## src/rtl/mem_pkg.sv

```systemverilog
// Shared encodings for the MOV/MOC memory access initiator:
// access opcodes, size codes and the 2-bit FSM state.
package mem_pkg;

  localparam logic [5:0] OP_LW = 6'b100011;
  localparam logic [5:0] OP_LH = 6'b100001;
  localparam logic [5:0] OP_LB = 6'b100000;
  localparam logic [5:0] OP_SW = 6'b101011;
  localparam logic [5:0] OP_SH = 6'b101001;
  localparam logic [5:0] OP_SB = 6'b101000;

  localparam logic [1:0] SZ_BYTE = 2'b00;
  localparam logic [1:0] SZ_HALF = 2'b01;
  localparam logic [1:0] SZ_WORD = 2'b10;
  localparam logic [1:0] SZ_ILL  = 2'b11;

  typedef enum logic [1:0] {
    S_IDLE  = 2'b00,
    S_ISSUE = 2'b01,
    S_WAIT  = 2'b10,
    S_DONE  = 2'b11
  } state_e;

  function automatic logic [5:0] op_code(
    input logic       we,
    input logic [1:0] size
  );
    logic [5:0] op;
    op = we ? OP_SB : OP_LB;
    unique case (size)
      SZ_HALF: op = we ? OP_SH : OP_LH;
      SZ_WORD: op = we ? OP_SW : OP_LW;
      default: op = we ? OP_SB : OP_LB;
    endcase
    return op;
  endfunction

endpackage

```

## src/rtl/mem_access_ctrl_load_extend.sv

```systemverilog
// Combinational load extender: right-aligned byte/halfword/word
// data, optionally sign-extended to 32 bits.
module load_extend
  import mem_pkg::*;
(
  input  logic [1:0]  size_i,
  input  logic        sext_i,
  input  logic [31:0] d_i,
  output logic [31:0] q_o
);

  always_comb begin
    q_o = d_i;
    unique case (size_i)
      SZ_BYTE: q_o = {{24{sext_i & d_i[7]}}, d_i[7:0]};
      SZ_HALF: q_o = {{16{sext_i & d_i[15]}}, d_i[15:0]};
      default: q_o = d_i;
    endcase
  end

endmodule

```

## src/rtl/mem_access_ctrl.sv

```systemverilog
// MOV/MOC memory access initiator: IDLE/ISSUE/WAIT/DONE handshake.
// Define MEM_ALIGN_CHECK_EN to reject misaligned half/word accesses.
module mem_access_ctrl
  import mem_pkg::*;
#(
  parameter int TIMEOUT = 15,
  parameter int ADDR_W  = 32
) (
  input  logic              Clk,
  input  logic              Clr,
  input  logic              req,
  input  logic              we,
  input  logic [1:0]        size,
  input  logic              sext,
  input  logic [ADDR_W-1:0] addr,
  input  logic [31:0]       wdata,
  output logic              busy,
  output logic              done,
  output logic              err,
  output logic [31:0]       rdata,
  output logic              mem_mov,
  output logic              mem_rw,
  output logic [31:0]       mem_addr,
  output logic [31:0]       mem_din,
  output logic [5:0]        mem_op,
  input  logic [31:0]       mem_dout,
  input  logic              mem_moc
);

  localparam int CW = (TIMEOUT < 2) ? 1 : $clog2(TIMEOUT);

  state_e            state_q, state_d;
  logic [CW-1:0]     cnt_q, cnt_d;
  logic              err_q, err_d;
  logic              we_q, we_d;
  logic [1:0]        size_q, size_d;
  logic              sext_q, sext_d;
  logic [ADDR_W-1:0] addr_q, addr_d;
  logic [31:0]       wdata_q, wdata_d;
  logic [31:0]       rdata_q, rdata_d;
  logic [31:0]       ext;
  logic              bad_req;
  logic              on_bus;

  load_extend u_ext (
    .size_i (size_q),
    .sext_i (sext_q),
    .d_i    (mem_dout),
    .q_o    (ext)
  );

`ifdef MEM_ALIGN_CHECK_EN
  always_comb begin
    bad_req = 1'b0;
    unique case (1'b1)
      size == SZ_ILL:  bad_req = 1'b1;
      size == SZ_HALF: bad_req = addr[0];
      size == SZ_WORD: bad_req = |addr[1:0];
      default:         bad_req = 1'b0;
    endcase
  end
`else
  assign bad_req = (size == SZ_ILL);
`endif

  always_comb begin
    state_d = state_q;
    cnt_d   = cnt_q;
    err_d   = err_q;
    we_d    = we_q;
    size_d  = size_q;
    sext_d  = sext_q;
    addr_d  = addr_q;
    wdata_d = wdata_q;
    rdata_d = rdata_q;
    unique case (state_q)
      S_IDLE: begin
        if (req) begin
          we_d    = we;
          size_d  = size;
          sext_d  = sext;
          addr_d  = addr;
          wdata_d = wdata;
          cnt_d   = '0;
          err_d   = bad_req;
          state_d = bad_req ? S_DONE : S_ISSUE;
        end
      end
      S_ISSUE: state_d = S_WAIT;
      S_WAIT: begin
        if (mem_moc) begin
          state_d = S_DONE;
          if (!we_q) rdata_d = ext;
        end else if (TIMEOUT != 0 &&
                     cnt_q == CW'(TIMEOUT - 1)) begin
          state_d = S_DONE;
          err_d   = 1'b1;
        end else begin
          cnt_d = cnt_q + 1'b1;
        end
      end
      S_DONE:  state_d = S_IDLE;
      default: state_d = S_IDLE;
    endcase
  end

  always_ff @(posedge Clk) begin
    if (Clr) begin
      state_q <= S_IDLE;
      cnt_q   <= '0;
      err_q   <= 1'b0;
      we_q    <= 1'b0;
      size_q  <= SZ_BYTE;
      sext_q  <= 1'b0;
      addr_q  <= '0;
      wdata_q <= '0;
      rdata_q <= '0;
    end else begin
      state_q <= state_d;
      cnt_q   <= cnt_d;
      err_q   <= err_d;
      we_q    <= we_d;
      size_q  <= size_d;
      sext_q  <= sext_d;
      addr_q  <= addr_d;
      wdata_q <= wdata_d;
      rdata_q <= rdata_d;
    end
  end

  // Bus outputs are pure functions of state so an abort drops MOV at once
  assign on_bus   = (state_q == S_ISSUE) || (state_q == S_WAIT);
  assign busy     = (state_q != S_IDLE);
  assign done     = (state_q == S_DONE);
  assign err      = done & err_q;
  assign rdata    = rdata_q;
  assign mem_mov  = on_bus;
  assign mem_rw   = on_bus ? ~we_q : 1'b1;
  assign mem_addr = on_bus ? 32'(addr_q) : 32'h0;
  assign mem_din  = on_bus ? wdata_q : 32'h0;
  assign mem_op   = on_bus ? op_code(we_q, size_q) : 6'h0;

endmodule

```

## config.mk

```make
export PLATFORM = sky130hd
export DESIGN_NAME = mem_access_ctrl
export DESIGN_NICKNAME = d
export VERILOG_FILES = /design/src/rtl/mem_pkg.sv /design/src/rtl/mem_access_ctrl_load_extend.sv /design/src/rtl/mem_access_ctrl.sv
export SDC_FILE = /design/constraint.sdc
export NUM_CORES = 1
export LEC_CHECK = 0
export BUFFER_PORTS_ARGS = -buffer_cell sky130_fd_sc_hd__buf_2
export CAP_MARGIN = 20
export CORE_UTILIZATION = 42
export CTS_CLUSTER_DIAMETER = 50
export CTS_CLUSTER_SIZE = 12
export DETAILED_ROUTE_END_ITERATION = 10
export PLACE_DENSITY = 0.85
export SETUP_SLACK_MARGIN = 0.4
export SYNTH_ARGS = -nofsm -noshare
export SYNTH_HDL_FRONTEND = slang
export SYNTH_SLANG_ARGS = --single-unit
```

## constraint.sdc

```tcl
create_clock -name Clk -period 1.5 [get_ports Clk]
set_input_delay 0.3 -clock Clk [delete_from_list [all_inputs] [get_ports Clk]]
set_output_delay 0.3 -clock Clk [all_outputs]
set_load 0.05 [all_outputs]
```

== Yosys cells after proc, flatten, opt, wreduce, memory -nomap -nowiden ==
Index checks and enable logic that the tools add are counted.

* Reduce and logical (&&, ||, !) cells: 10
* Eq/ne operators: 12
* Add/sub/neg operators: 1
* Muxes and demuxes: 22
* Bitwise operators: 4

{| class="wikitable"
|+ Operators by type and width
! operator !! number
|-
| 2-to-1 mux 32 bit || 2
|-
| one-hot mux 32 bit (2 select lines) || 1
|-
| 2-to-1 mux 4 bit || 6
|-
| one-hot mux 4 bit (2 select lines) || 2
|-
| equality test 2 bit (second input constant) || 4
|-
| 2-to-1 mux 2 bit || 4
|-
| != test 2 bit (second input constant) || 4
|-
| one-hot mux 2 bit (4 select lines) || 1
|-
| AND reduction 4 bit || 2
|-
| 2-to-1 mux 6 bit || 1
|-
| adder 4 x 1 -> 4 bit (second input constant) || 1
|-
| equality test 2 x 1 -> 1 bit (second input constant) || 2
|-
| equality test 4 bit (second input constant) || 1
|-
| zero test 2 bit || 2
|-
| 2-to-1 mux 1 bit || 4
|-
| AND reduction 2 bit || 2
|-
| nonzero test 2 bit || 2
|-
| bitwise AND 1 bit || 3
|-
| != test 3 bit (second input constant) || 1
|-
| AND reduction 3 bit || 1
|-
| one-hot mux 1 bit (2 select lines) || 1
|-
| logical OR 1 bit || 1
|-
| inverter 1 bit || 1
|}

* Flip-flop bits (word level): 107
* Word-level logic and storage cells: 58

== Depth between registers and ports, before layout ==
* Depth in word-level cells: 4
* Depth in mapped cells: 9

== Cells and area by module ==
Synthesis repeated with hierarchy kept, for this count alone.

* Cell total of the unflattened synthesis: 638
* Area total of the unflattened synthesis: 4772.1 um^2

{| class="wikitable"
|+ By module, submodules not included
! module !! seq. area each (um^2) !! cells an instance !! area each (um^2) !! instances
|-
| mem_access_ctrl || 2142.1 || 572 || 4386.7 || 1
|-
| load_extend || 0.0 || 66 || 385.4 || 1
|}

== Least setup slack after synthesis ==
Ideal clock, no wire load.

* Kind: flip-flop to output port
* From: register state_q[1]
* To: output mem_op[3]
* Slack: -0.884 ns
* Data arrival time: 2.084 ns
* Stages on the path, launching flop included: 6
* Required time: 1.200 ns
* Path buffers: 1
* Cells stage by stage: dfxtp_1 -> inv_1 -> ha_1 -> clkbuf_1 -> nand2_1 -> inv_1

* Longest elaborated chain between the ends: 3

{| class="wikitable"
|+ RTL lines
! item !! RTL line !! text
|-
| start: declaration || mem_access_ctrl.sv:32 || <nowiki>state_e state_q, state_d;</nowiki>
|-
| start signal: assignment || mem_access_ctrl.sv:119 || <nowiki>state_q <= state_d;</nowiki>
|-
| equality test 2 x 1 -> 1 bit or equality test 2 bit (tied branches) || mem_access_ctrl.sv:132 || <nowiki>assign on_bus = (state_q == S_ISSUE) || (state_q == S_WAIT);</nowiki>
|-
| logical OR 1 bit (*) || mem_access_ctrl.sv:132 ||
|-
| via mem_mov || mem_access_ctrl.sv:21 || <nowiki>output logic mem_mov,</nowiki>
|-
| 2-to-1 mux 6 bit (*) || mem_access_ctrl.sv:141 || <nowiki>assign mem_op = on_bus ? op_code(we_q, size_q) : 6'h0;</nowiki>
|-
| end: declaration || mem_access_ctrl.sv:25 || <nowiki>output logic [5:0] mem_op,</nowiki>
|}

The timed path passes the listed nets; every way through them passes the cells marked *.

== Final worst setup path ==
* From: register state_q[0]
* To: output mem_din[2]

* Longest elaborated chain between the ends: 3

{| class="wikitable"
|+ RTL lines
! item !! RTL line !! text
|-
| equality test 2 x 1 -> 1 bit or equality test 2 bit (tied branches) || mem_access_ctrl.sv:132 ||
|-
| logical OR 1 bit (*) || mem_access_ctrl.sv:132 ||
|-
| 2-to-1 mux 32 bit (*) || mem_access_ctrl.sv:140 || <nowiki>assign mem_din = on_bus ? wdata_q : 32'h0;</nowiki>
|-
| end: declaration || mem_access_ctrl.sv:24 || <nowiki>output logic [31:0] mem_din,</nowiki>
|}

Mark *: on every way between the ends. The rest lies on a longest branch, timed or not.

==> out/metrics.cfg <==
[run_status]
status=finished with violations
violations=setup timing

[final_layout]
drive_above_1_share_pct=68.7
nets=944
num_antenna_cells=0
post-route-util_pct=83.9
fin_cells=971
final_cell_area_um2=8700
area_delta_synth_final_pct=92.9

[global_routing]
antenna_found_initial=0
overflow=0
grt_usage_pct=23.7
grt_pass1_vias=4410
grt_pass1_wl_um=21100
grt_max_degree=53

[power]
p_leak_uw=0.00386
finalPower_uw=14500
ir_worst_vdd_mv=1.07
p_per_area_nw_per_um2=1670

[floorplanning]
dieArea_um2=11200
die_w_um=106
start_util_pct=43.5
die_h_um=106
fp.coreArea_um2=10400
placementRows=37
io_pins=211

[clocking]
clock_sinks=107
clkTransAtPathRegs_ns=0.10
ctsHoldBuffers=0
cts_buffer_depth=2
h-tree-depth=3
root_buffer=clkbuf_8
clkLatencyLatePin_ns=0.38
cts_buffers=9
cts_tree=yes

[drt]
wl_um=18600
wl_per_cell_um=19.1
detail-route-antenna-nets=0
drt_first_iter_violations=308
via_count=5212
drc=0
drtPass1Iterations=4
viasPerCell=5.37

[logic_synthesis]
ys_async_sr_fraction_pct=0
synth-seq-cells=107
ys.warnings.count=0
synth_edf_count=0
netlist_area_um2=4510
synth_seq_area_share_pct=47.5
syn_avg_cell_area_um2=7.78
synth_cell_types=27
syn_inst=580
ys.flop_type=dfxtp_1

[setup_path]
crit_family=buffers and inverters
cp_num_cells=5
crit_arrival_ns=1.64
slowest_delay_ns=0.35
cp.required_ns=1.20
cp-end-kind=output port
worstPathMaxFanout=10
crit_path_cell_trace=inv_2, ha_4, buf_6, and2_4, buf_4
cp_num_buf_inv=3
worst_r2r_path_depth=12
cpMaxStageDelayCell=dfxtp_2
startpoint_type=flop
path_class=flop to output port

[place]
place_area_um2=5970
dp_hpwl_um=8180
port-buffer-count=208
place.gp.congestion=0.761
place_inst=905

[sta]
finalMaxSlewViolations=0
max_freq_mhz=515
period_share_pct=129
layout_min_cycle_time_ns=1.94
fin_worst_skew_ns=0.0112
final-setup-viol-count=179
hold_violations=0
rsz0062_at_grt=true
worst_slack_ns=-0.440

[job]
cap_violations=0

[hold_path]
whs_path_depth=3
worstHoldPathType=input port to flop

-- cells in the final DEF, fill, tap and decap left out, drive strengths merged --
master / instances
a211oi: 17
a21o: 1
a21oi: 86
a311oi: 2
a31oi: 1
and2: 69
and3b: 2
buf: 270
bufinv: 1
clkbuf: 22
clkinv: 3
clkinvlp: 4
conb: 2
dfxtp: 107
ha: 9
inv: 5
nand2: 173
nand2b: 5
nand3: 5
nand3b: 1
nor2: 29
nor2b: 3
nor3: 11
o21ai: 6
o31ai: 1
-- registers in the layout, summed over array words and instances (netlist names) --
| register | count |
|---|---|
| addr_q | 32 |
| cnt_q | 4 |
| err_q | 1 |
| rdata | 32 |
| sext_q | 1 |
| size_q | 2 |
| state_q | 2 |
| wdata_q | 32 |
| we_q | 1 |
-- routing by layer --
layer	GRT usage, %	routed length (um)
met1	27.2	6520
met4	8.83	1000
met5	0	0
met2	42.9	10000
met3	5.26	1020
-- final cells by class --
class,count,area (um2)
clock inverters,6,67.6
inverters,7,33.8
clock buffers,9,124
flip-flops and latches,107,2180
well taps,136,170
fillers,546,1670
multi-input cells,423,3210
repair buffers,283,2910
-- cells by family (layout without fill, tap and decap cells) --
group / after synthesis / count (layout) / share of synthesized area (%)
AOI/OAI and AO/OA: 114 / 114 / 14.4
and+or+nand+nor: 297 / 298 / 30.0
other: 1 / 2 / 0.0831
DFF: 107 / 107 / 47.5
adders and majority gates: 9 / 9 / 2.50
buffers and inverters: 52 / 305 / 5.52
-- report_power, final --
part           internal, uW  switching [uW]
clock network           766            1020
logic                  3980            5020
registers              3360             374
total                  8100            6410
-- cell usage after synthesis, drive strengths merged (3+ instances only) --
cell type  instances  area share, %
nor3              11            1.2
a211oi            17            2.8
o21ai              6           0.67
and2              68            9.4
nand3              5           0.55
nand2b             5           0.69
nor2              29            2.4
nand2            173             15
ha                 9            2.5
buf               26            3.4
nor2b              3           0.42
a21oi             86            9.5
inv                7           0.58
clkbuf            19            1.6
dfxtp            107             47
-- path summary, 6_finish.rpt --
check / from / end / slack [ns]
max: state_q[0]$_SDFFE_PP0P_ / mem_din[2] / -0.44
min: addr[9] / addr_q[9]$_SDFFE_PP0P_ / 0.16
max reg2reg: state_q[0]$_SDFFE_PP0P_ / wdata_q[20]$_SDFFE_PP0P_ / -0.39
min reg2reg: addr_q[4]$_SDFFE_PP0P_ / addr_q[4]$_SDFFE_PP0P_ / 0.46
-- stage by stage --
step	TNS [ns]	setup slack [ns]	hold WS (ns)
6_report	-60.21	-0.440	0.158
5_1_grt	-69.80	-0.501	0.146
4_1_cts	-36.98	-0.426	0.140
3_5_place_dp	-5.44	-0.0918	0.444
3_3_place_gp	-2.71	-0.0526	0.437
2_1_floorplan	-7.28	-0.118	0.432
-- worst reg2reg max path, cell delays in order, from the launching register on --
cell and delay [ns]:
dfxtp_2 0.35, inv_2 0.05, buf_4 0.13, buf_6 0.11, buf_6 0.11, ha_4 0.17, buf_6 0.13, buf_6 0.11
and2_4 0.17, buf_12 0.15, clkbuf_16 0.17, nand2_4 0.05, a21oi_1 0.07
-- what timing repair did --
item	CTS	global route
setup endpoints to repair	212	212
pin swaps	6	89
gates resized for setup	175	374
buffers inserted	8	24
cloned	5	14
(Power assumes the default switching activity.)
